$ cat config.mk
export PLATFORM = sky130hd
export DESIGN_NAME = serial_to_parallel_rx
export DESIGN_NICKNAME = d
export VERILOG_FILES = /design/src/rtl/s2p_pkg.sv /design/src/rtl/s2p_hold_reg.sv /design/src/rtl/serial_to_parallel_rx.sv
export SDC_FILE = /design/constraint.sdc
export NUM_CORES = 1
export LEC_CHECK = 0
export BUFFER_PORTS_ARGS = -buffer_cell sky130_fd_sc_hd__buf_2
export CAP_MARGIN = 20
export CORE_AREA = 2 2 39 41
export CTS_BUF_LIST = sky130_fd_sc_hd__clkbuf_4 sky130_fd_sc_hd__clkbuf_8
export DETAILED_ROUTE_END_ITERATION = 8
export DIE_AREA = 0 0 41 43
export PLACE_DENSITY = 0.72
export REMOVE_ABC_BUFFERS = 1
export SETUP_SLACK_MARGIN = 0.3
export SLEW_MARGIN = 20
export SYNTH_ARGS = -nofsm -noshare
export SYNTH_HDL_FRONTEND = slang
export SYNTH_SLANG_ARGS = --single-unit
$ cat constraint.sdc
create_clock -name clk -period 3.3 [get_ports clk]
set_input_delay 0.165 -clock clk [delete_from_list [all_inputs] [get_ports clk]]
set_output_delay 0.165 -clock clk [all_outputs]
set_load 0.02 [all_outputs]
$ cat src/rtl/s2p_pkg.sv
// Shared types and sizing helpers for the serial-to-parallel receiver.
package s2p_pkg;

    typedef enum logic {
        IDLE  = 1'b0,
        SHIFT = 1'b1
    } s2p_state_t;

    localparam int S2P_DEFAULT_WIDTH = 4;

    // Bit counter must represent 0..width inclusive.
    function automatic int s2p_count_width(input int width);
        return $clog2(width + 1);
    endfunction

endpackage

$ cat src/rtl/s2p_hold_reg.sv
// Output holding register: presents completed words with valid/ready and
// raises a sticky overrun flag when a word completes while one is still held.
module s2p_hold_reg #(
    parameter int WIDTH = 4
) (
    input  logic             clk,
    input  logic             reset,
    input  logic [WIDTH-1:0] word,
    input  logic             complete,
    input  logic             ready_i,
    output logic [WIDTH-1:0] parallel_o,
    output logic             valid_o,
    output logic             overrun_o
);

    logic [WIDTH-1:0] parallel_q, parallel_d;
    logic             valid_q, valid_d;
    logic             overrun_q, overrun_d;
    logic             consume;

    assign consume = valid_q & ready_i;

    always_comb begin
        // NOTE: every always_comb output gets a default first so no path can infer a latch.
        parallel_d = parallel_q;
        valid_d    = valid_q;
        overrun_d  = overrun_q;
        if (complete && (!valid_q || consume)) begin
            parallel_d = word;
            valid_d    = 1'b1;
        end else if (complete) begin
            overrun_d  = 1'b1;
        end else if (consume) begin
            valid_d    = 1'b0;
        end
    end

    always_ff @(posedge clk) begin
        // NOTE: sequential state uses non-blocking assignments so all flops update together.
        if (reset) begin
            parallel_q <= '0;
            valid_q    <= 1'b0;
            overrun_q  <= 1'b0;
        end else begin
            parallel_q <= parallel_d;
            valid_q    <= valid_d;
            overrun_q  <= overrun_d;
        end
    end

    assign parallel_o = parallel_q;
    assign valid_o    = valid_q;
    assign overrun_o  = overrun_q;

endmodule

$ cat src/rtl/serial_to_parallel_rx.sv
// Collects a valid-qualified serial bit stream into WIDTH-bit words and hands
// each completed word to the output holding register.
module serial_to_parallel_rx
    import s2p_pkg::*;
#(
    parameter int WIDTH     = S2P_DEFAULT_WIDTH,
    parameter bit MSB_FIRST = 1'b0
) (
    input  logic             clk,
    input  logic             reset,
    input  logic             valid_i,
    input  logic             serial_i,
    input  logic             ready_i,
    output logic [WIDTH-1:0] parallel_o,
    output logic             valid_o,
    output logic             busy_o,
    output logic             overrun_o
);

    localparam int            CW   = s2p_count_width(WIDTH);
    localparam logic [CW-1:0] LAST = CW'(WIDTH - 1);

    s2p_state_t       state_q, state_d;
    logic [CW-1:0]    count_q, count_d;
    logic [WIDTH-1:0] shift_q, shift_d;
    logic             busy_q, busy_d;
    logic             complete;

    always_comb begin
        state_d  = state_q;
        count_d  = count_q;
        shift_d  = shift_q;
        complete = 1'b0;
        if (valid_i) begin
            if (MSB_FIRST) shift_d = {shift_q[WIDTH-2:0], serial_i};
            else           shift_d = {serial_i, shift_q[WIDTH-1:1]};
            // WIDTH >= 2, so the first accepted bit can never complete a word.
            if (state_q == IDLE) begin
                count_d = CW'(1);
                state_d = SHIFT;
            end else if (count_q == LAST) begin
                count_d  = '0;
                state_d  = IDLE;
                complete = 1'b1;
            end else begin
                count_d = count_q + 1'b1;
            end
        end
        busy_d = (count_d != '0);
    end

    always_ff @(posedge clk) begin
        if (reset) begin
            state_q <= IDLE;
            count_q <= '0;
            shift_q <= '0;
            busy_q  <= 1'b0;
        end else begin
            state_q <= state_d;
            count_q <= count_d;
            shift_q <= shift_d;
            busy_q  <= busy_d;
        end
    end

    assign busy_o = busy_q;

    // The completed word includes the bit accepted on this edge, hence shift_d.
    s2p_hold_reg #(.WIDTH(WIDTH)) u_hold (
        .clk        (clk),
        .reset      (reset),
        .word       (shift_d),
        .complete   (complete),
        .ready_i    (ready_i),
        .parallel_o (parallel_o),
        .valid_o    (valid_o),
        .overrun_o  (overrun_o)
    );

endmodule

==> reports/qor.yml <==
power_and_ir_drop:
  power_mw: 0.323
  power_density_mw_per_mm2: 450
  seqPwrFrac_pct: 58.4
  p_sw_mw: 0.0732
  ir_worst_vdd_v: 0.000313
  combPwrFrac_pct: 7.2
  sw_frac_of_total_pct: 22.6
  leakagePower_nw: 0.333
  p_clk_share_pct: 34.4
  p_int_mw: 0.250
clock_tree:
  cts_tree: "built"
  htree_levels: 1
  cts-resized-gates: 0
  cts_sinks: 15
  cts_setup_buffers: 0
  path_clk_slew_ns: 0.09
  cts_max_path_buffers: 2
  numCtsBuffers: 3
  clk_latency_ns: 0.28
  root_buffer: "clkbuf_4"
  ctsHoldBuffers: 0
worst_setup_path:
  timing.rr.start: "count_q[0]$_SDFF_PP0_"
  critPathLaunch: "count_q[0]$_SDFF_PP0_"
  cpPeakStageDelay_ns: 0.36
  endpoint: "u_hold.parallel_o[1]$_SDFFE_PP0P_"
  worst-path-max-fanout: 4
  path_cells: "ha_1 -> and4b_4 -> and2b_4 -> mux2_4"
  regToRegEndpoint: "u_hold.parallel_o[1]$_SDFFE_PP0P_"
  critPathCaptureType: "flop"
  worstSetupStartpointType: "flop"
  ff2ff_path_depth: 4
  reg2reg_slack_ns: 1.85
  crit_type: "reg -> reg"
  required_ns: 3.47
  worstPathArrival_ns: 1.62
  cpMaxStageDelayCell: "dfxtp_1"
worst_hold_path:
  min_path_type: "in -> reg"
route:
  drt-met1-wl_microns: 528
  met2WireLength_microns: 440
  dr.pass1.iters: 4
  antenna_left: 0
  wirelength_mm: 1.03
  wl_met3_microns: 42
  wl_per_cell_microns: 11.6
  drc: 0
  vias: 460
  vias_per_cell: 5.17
  drtIter0Drc: 8
  top_layer: "met4"
placement:
  dp_cells: 85
  io_buffers: 11
  gp_congestion: 0.717
  dpl.hpwl_microns: 754
global_route:
  grt.total_usage_pct: 13.3
  grt_pass1_wl_mm: 1.62
  grt_max_degree: 16
  grt_antenna_before_repair: 0
  gr-total-overflow: 0
  first_global_vias: 383
die:
  initial_core_util_pct: 45.2
  dieArea_sq_mm: 0.00176
  die_height_microns: 43
  ioPinCount: 12
  die_w_microns: 41
  core_sq_mm: 0.00138
  row_count: 14
sta:
  post-route-min-period_ns: 1.45
  finalHoldViolations: 0
  fmax_ghz: 0.691
  max_slew_margin_pct: 82.2
  tightest_slew_ns: 0.267
  fin_skew_ns: 0.00804
  setup_tns_ns: 0
  setup_violations: 0
  slew_viol_final: 0
  rsz0062_at_grt: "false"
  finalCritPeriodShare_pct: 43.8
synth:
  avgSynthCellArea_sq_um: 10.4
  ys_seq_area_share_pct: 48.0
  synth_top_area_cell: "dfxtp_1"
  synth_top_area_share_pct: 48.0
  netlist_area_sq_um: 626
  synthDistinctLibCells: 23
  synth_area_leaders: "dfxtp_1 48%, mux2_4 9.6%, mux2i_1 6.4%"
  yosysWarnings: 0
  ys_ff_latch: 15
  synthesis.instances: 60
finish:
  drive_above_1_share_pct: 30.1
  area_growth_pct: 14.8
  final_nets: 80
  instances_no_fill: 89
  num_antenna_cells: 0
  fillers: 131
  seq_area_sq_um: 300
  multiInputGateArea_sq_um: 298
status:
  status: "complete, no violations"
run:
  maxCapViolations: 0
## stage by stage
| stage | setup WS (ns) | hold slack, ns | instance area, sq um | utilization [%] |
|---|---|---|---|---|
| 2_1_floorplan | 1.94 | 0.237 | 613 | - |
| 3_3_place_gp | 1.89 | 0.455 | 688 | 49.7 |
| 3_5_place_dp | 1.87 | 0.456 | 688 | 49.7 |
| 4_1_cts | 1.86 | 0.176 | 718 | 51.9 |
| 5_1_grt | 1.77 | 0.218 | 718 | 51.9 |
| 6_report | 1.85 | 0.169 | 718 | 51.9 |
## registers in the layout, summed over array words and instances (netlist names)
name               cells
busy_o                 1
u_hold.valid_o         1
state_q                1
count_q                3
u_hold.overrun_o       1
shift_q                4
u_hold.parallel_o      4
## synthesized netlist by cell type
master	number
a211oi_1	2
a21oi_1	1
inv_1	3
ha_1	1
inv_2	1
nand3_1	1
and4b_4	1
dfxtp_1	15
nor2_1	9
nand4b_1	1
buf_4	1
nor2b_1	6
mux2_4	4
and4b_1	1
a32o_1	1
buf_2	1
o21ai_0	2
o2111ai_1	1
and2b_4	1
nor3_1	1
nand2b_1	1
and3_1	1
mux2i_1	4
## worst min path at each step
stage | from | endpoint | slack (ns) | cells after the start
after global placement | u_hold.overrun_o$_SDFFE_PP0P_ | u_hold.overrun_o$_SDFFE_PP0P_ | 0.45 | 2
after floorplan | reset | u_hold.overrun_o$_SDFFE_PP0P_ | 0.24 | 1
after detailed placement | u_hold.overrun_o$_SDFFE_PP0P_ | u_hold.overrun_o$_SDFFE_PP0P_ | 0.46 | 2
after CTS | ready_i | u_hold.valid_o$_SDFFE_PP0P_ | 0.18 | 4
final | ready_i | u_hold.valid_o$_SDFFE_PP0P_ | 0.17 | 4
after global routing | serial_i | shift_q[3]$_SDFF_PP0_ | 0.22 | 3
## critical path, delay by kind of cell (launching register included)
| kind | cells | cell delay (ns) |
|---|---|---|
| mux | 1 | 0.30 |
| simple gates | 2 | 0.47 |
| fa+ha+maj | 1 | 0.21 |
| flops | 1 | 0.36 |
## routing by layer
| metal | GRT usage (%) | up-vias |
|---|---|---|
| met1 | 19.7 | 213 |
| met3 | 1.57 | 2 |
| met5 | 0 | - |
| li1 | - | 232 |
| met2 | 18.8 | 13 |
| met4 | 6.00 | 0 |
## layout by cell type, fill, tap and decap left out, types with 2 or more instances in the layout
| master | netlist | routed |
|---|---|---|
| dfxtp_1 | 15 | 15 |
| buf_2 | 1 | 11 |
| nor2_1 | 9 | 9 |
| nor2b_1 | 6 | 6 |
| mux2i_1 | 4 | 4 |
| mux2_4 | 4 | 4 |
| clkbuf_4 | 0 | 4 |
| inv_1 | 3 | 3 |
| a211oi_1 | 2 | 2 |
| o21ai_0 | 2 | 2 |
## logic make-up after synthesis
logic type                 synth area share (%)
and+or+nand+nor                            21.8
buffers and inverters                      4.40
adders and majority gates                  2.00
DFF                                        48.0
muxes                                      16.0
AOI/OAI and AO/OA                          7.80
## power groups by stage
stage,registers (mW),logic [mW],clock network (mW)
after floorplan,0.194,0.0107,0
after global placement,0.193,0.0226,0
after detailed placement,0.193,0.0233,0
after CTS,0.189,0.0234,0.111
after global routing,0.189,0.0257,0.119
final,0.189,0.0234,0.111
## area by class of cell
type | instances | area share [%]
timing repair buffer | 11 | 7.67
tap | 16 | 2.79
inverter | 4 | 2.09
multi-input combinational | 39 | 41.5
sequential | 15 | 41.8
clock buffer | 4 | 4.18
(Power assumes the default switching activity.)
